## config.mk

```make
export PLATFORM = sky130hd
export DESIGN_NAME = register_file
export DESIGN_NICKNAME = d
export VERILOG_FILES = /design/src/rtl/register_file.sv
export SDC_FILE = /design/constraint.sdc
export NUM_CORES = 2
export LEC_CHECK = 0
export ABC_AREA = 1
export BUFFER_PORTS_ARGS = -buffer_cell sky130_fd_sc_hd__buf_4
export CAP_MARGIN = 20
export CORE_UTILIZATION = 50
export DETAILED_ROUTE_END_ITERATION = 7
export PLACE_DENSITY = 0.72
export SLEW_MARGIN = 20
export SYNTH_ARGS = -nofsm -noshare
export SYNTH_HDL_FRONTEND = slang
export SYNTH_SLANG_ARGS = --single-unit
```

## constraint.sdc

```tcl
create_clock -name clk -period 5.47 [get_ports clk]
set_input_delay 1.094 -clock clk [delete_from_list [all_inputs] [get_ports clk]]
set_output_delay 1.094 -clock clk [all_outputs]
set_load 0.01 [all_outputs]
```

## src/rtl/register_file.sv

```systemverilog
// RV32I integer register file: 2**ADDR_WIDTH x DATA_WIDTH, x0 hardwired to zero.
// Two combinational read ports and one synchronous write port.
//
// Ports
//   clk                 rising-edge clock
//   rst                 synchronous active-high reset; clears every register and
//                       takes priority over a write in the same cycle
//   wr_en/wr_reg/wr_data  write port, sampled at the rising edge; writes to x0 dropped
//   rd_reg_1/rd_reg_2   read addresses
//   rd_data_1/rd_data_2 read data, zero-latency, x0 always reads 0
//
// Build option
//   REG_FILE_BYPASS_EN  when defined, a write in flight (wr_en=1, rst=0, wr_reg!=0)
//                       is forwarded to any read port addressing the same register
//                       in the same cycle. Undefined: reads see the old value until
//                       the edge.

module register_file_rd_port #(
  parameter int DATA_WIDTH = 32,
  parameter int ADDR_WIDTH = 5
) (
  input  logic [2**ADDR_WIDTH-1:0][DATA_WIDTH-1:0] rf,
  input  logic [ADDR_WIDTH-1:0]                    rd_reg,
  input  logic                                     byp_vld,
  input  logic [ADDR_WIDTH-1:0]                    byp_reg,
  input  logic [DATA_WIDTH-1:0]                    byp_data,
  output logic [DATA_WIDTH-1:0]                    rd_data
);
  always_comb begin
    rd_data = rf[rd_reg];
    if (rd_reg == '0)                          rd_data = '0;
    else if (byp_vld && (rd_reg == byp_reg))   rd_data = byp_data;
  end
endmodule

module register_file #(
  parameter int DATA_WIDTH = 32,
  parameter int ADDR_WIDTH = 5
) (
  input  logic                  clk,
  input  logic                  rst,
  input  logic                  wr_en,
  input  logic [ADDR_WIDTH-1:0] wr_reg,
  input  logic [DATA_WIDTH-1:0] wr_data,
  input  logic [ADDR_WIDTH-1:0] rd_reg_1,
  input  logic [ADDR_WIDTH-1:0] rd_reg_2,
  output logic [DATA_WIDTH-1:0] rd_data_1,
  output logic [DATA_WIDTH-1:0] rd_data_2
);
  localparam int NUM_REGS  = 2**ADDR_WIDTH;
  localparam int NUM_PORTS = 2;

  // x0 has no storage; registers 1..NUM_REGS-1 are flops.
  logic [DATA_WIDTH-1:0]                 mem [1:NUM_REGS-1];
  logic [NUM_REGS-1:0][DATA_WIDTH-1:0]   rf;

  for (genvar i = 1; i < NUM_REGS; i++) begin : g_reg
    // Decoding i >= 1 against wr_reg means x0 writes match nothing.
    always_ff @(posedge clk) begin
      if (rst)                                       mem[i] <= '0;
      else if (wr_en && (wr_reg == ADDR_WIDTH'(i)))  mem[i] <= wr_data;
    end
  end

  always_comb begin
    rf[0] = '0;
    for (int i = 1; i < NUM_REGS; i++) rf[i] = mem[i];
  end

  logic byp_vld;
`ifdef REG_FILE_BYPASS_EN
  // Reset cycles never forward: the write is discarded, so its data must not leak.
  assign byp_vld = wr_en && !rst && (wr_reg != '0);
`else
  assign byp_vld = 1'b0;
`endif

  logic [NUM_PORTS-1:0][ADDR_WIDTH-1:0] rd_regs;
  logic [NUM_PORTS-1:0][DATA_WIDTH-1:0] rd_datas;

  assign rd_regs   = {rd_reg_2, rd_reg_1};
  assign rd_data_1 = rd_datas[0];
  assign rd_data_2 = rd_datas[1];

  for (genvar p = 0; p < NUM_PORTS; p++) begin : g_rd
    register_file_rd_port #(
      .DATA_WIDTH (DATA_WIDTH),
      .ADDR_WIDTH (ADDR_WIDTH)
    ) u_rd (
      .rf       (rf),
      .rd_reg   (rd_regs[p]),
      .byp_vld  (byp_vld),
      .byp_reg  (wr_reg),
      .byp_data (wr_data),
      .rd_data  (rd_datas[p])
    );
  end
endmodule

```

==> qor.csv <==
metric;value;unit
run_status;finished with violations;
failing_checks;DRC;
seq_total_area_yosys;0.533;
detail_route.vias_per_cell;6.17;
drt_pass1_iterations;8;
post_route_cells_drive_above_1_share;0.0693;
internal-power;13.4;mW
synthXorXnorAreaFrac;0;
worst_vdd_drop;418;µV
biggestRegsByFlops;mem x992;
synth_area_in_simple_gates;0.350;
placed_cells;8382;
die_w;336;µm
synth_area_leader_cell;edfxtp_1;
final_common_cell;nand2_1;
critical_path.startpoint_type;input pin;
worstPathMaxFanout;67;
rsz0062_at_grt;false;
core.rowCount;122;
timing.critical_path.cells;buf_8, inv_8, buf_4, nand2_1, nand3_1, nand2_1, nand2_1, nand3_1, nand2_1, nand2_1, nand2_1, buf_4;
routabilityCongestion;0.949;
critPathKind;input pin to output port;
synth-compound-area-share;0.0251;
buffer_ports.inserted;113;
cts-hold-fix-buffers;0;
fillerInstances;9891;
fin_tns_setup;0;ns
tightestPinTransition;1.24;ns
min_period_over_period;0.874;
worst-endpoint-arrival;3.68;ns
antenna_violating_nets_post_route;0;
nNetsFinal;7054;
worst-endpoint-required;4.38;ns
syn_avg_cell_area;7.73;µm²
synth.area.mux_share;0;
core-area;111000;µm²
area_overhead_of_the_layout_relative_to_synthesis;9.76;%
ranking_of_synthesized_cells_by_area;edfxtp_1 (53%), nand2_1 (14%), nand3_1 (13%);
largest_reg_flops;992;
top_reg_by_flops;mem;
worst_hold_path_type;input pin to flop;
floorplan.initialDensity;0.505;
tritoncts_clock_tree;yes;
cts_made_buffers;105;
die_height;336;µm
synth-warning-count;0;
grtUsageTotal;0.371;
clock_power_share;0.374;
cts_resized;0;
grt_pass1_vias;50700;
total_switching_power;5.29;mW
dp_slack;0.879;ns
syn-instance-count;7230;
routed_wirelength;214000;µm
post_synth_num_cell_types;16;
final_critical_path_setup_slack;0.691;ns
cts_num_sinks;992;
post_cts.repair.setup_buffers;0;
maxClockFrequency;209;MHz
clockBufferDepth;3;
post_synth_instance_area;55900;µm²
detailroute.via_count;52900;
yosys_register_bits;992;
power;18.7;mW
critical_path.endpoint_type;output port;
detailed_place_hpwl;114000;µm
drt-initial-drc-count;9189;
setup_viol;0;
netSwitchingFraction;0.283;
final_period_minus_worst_setup_slack;4.78;ns
route.detailed.wl_per_inst;24.9;µm
proportion_of_power_drawn_by_flip_flops_and_latches;0.478;
p_leak;26.5;nW
slew_violations;0;
layout_common_cells;nand2_1 (2059), nand3_1 (1472), nor2_1 (1138);
timing.critical_path.mode_cell;nand2_1;
critical_path.max_stage_delay;0.77;ns
power.combinational.fraction;0.148;
grt_max_degree;153;
max-slew-margin-rel;0.173;
cts_htree_levels;3;
synthesized_area_fraction_occupied_by_adder_cells;0;
grt_overflow;0;
dieArea;113000;µm²
synth_fp_nets;7280;
post-route-drc-count;1;
diodes;0;
number_of_antenna_violations_at_the_first_check_in_global_routing;3;
power-per-cell-area;305;nW/µm²
clkTransAtPathRegs;0.06;ns
maxCapViolCount;0;
hold_viol_final;0;
post_route_non_filler_standard_cell_count;8575;
global_route_wire_length_before_repair;311000;µm
synth.top_cell.area_share;0.533;
boundaryPins;114;
synth_top_family_by_area;simple AND/OR/NAND/NOR gates;
critPathSlowestCell;buf_4;
clockRootBuffer;clkbuf_16;
[layer usage]
metal  up-vias  part of all wire  global-route usage
met2      4775              0.43               0.561
li1      22900                 -                   -
met1     24100              0.33               0.464
met5         -                 0                   0
met4         0             0.077               0.260
met3      1065              0.16              0.0984
[Yosys cell counts (all sizes together)]
cell type	n
o21ai	24
inv	641
buf	298
nor2	1142
a21oi	256
nand2	2066
nand3	1503
clkbuf	307
edfxtp	992
clkinv	1
[area by class of cell]
cell class,instances,area (µm²),share of cell area
Sequential cell,992,29800,0.486
Multi-Input combinational cell,4991,21400,0.349
Clock buffer,133,2840,0.0463
Timing Repair Buffer,272,2530,0.0413
Inverter,642,2450,0.0399
Tap cell,1488,1860,0.0304
Clock inverter,57,433,0.00706
[worst max-delay path: cells and delay by family]
kind / cells / cell delay, ns
buffers and inverters: 4 / 1.47
and+or+nand+nor: 8 / 1.01
[stage by stage]
stage | hold WS, ns | area [µm²] | utilization
after floorplan | 1.33 | 55900 | -
after global placement | 1.72 | 58000 | 0.524
after detailed placement | 1.66 | 58000 | 0.524
after CTS | 0.938 | 61300 | 0.554
after global routing | 0.901 | 61300 | 0.554
final | 0.889 | 61300 | 0.554
[logic make-up after synthesis]
kind of cell	count (synthesis)
AOI/OAI and AO/OA	280
buffers and inverters	1247
DFF	992
and+or+nand+nor	4711
[worst paths after layout]
check,startpoint,end,depth (start not counted)
setup / recovery,rd_reg_2[0],rd_data_2[14],12
hold / removal,wr_data[2],mem[0][386]$_SDFFCE_PN0P_,3
[power groups by stage]
| stage | registers (mW) | clock network (mW) | logic, mW |
|---|---|---|---|
| after floorplan | 9.08 | 0 | 1.60 |
| after global placement | 9.09 | 0 | 2.58 |
| after detailed placement | 9.11 | 0 | 2.62 |
| after CTS | 8.95 | 6.98 | 2.64 |
| after global routing | 9.00 | 7.25 | 2.91 |
| final | 8.95 | 7.00 | 2.76 |
Note: power is estimated with default switching activity, not from simulation.
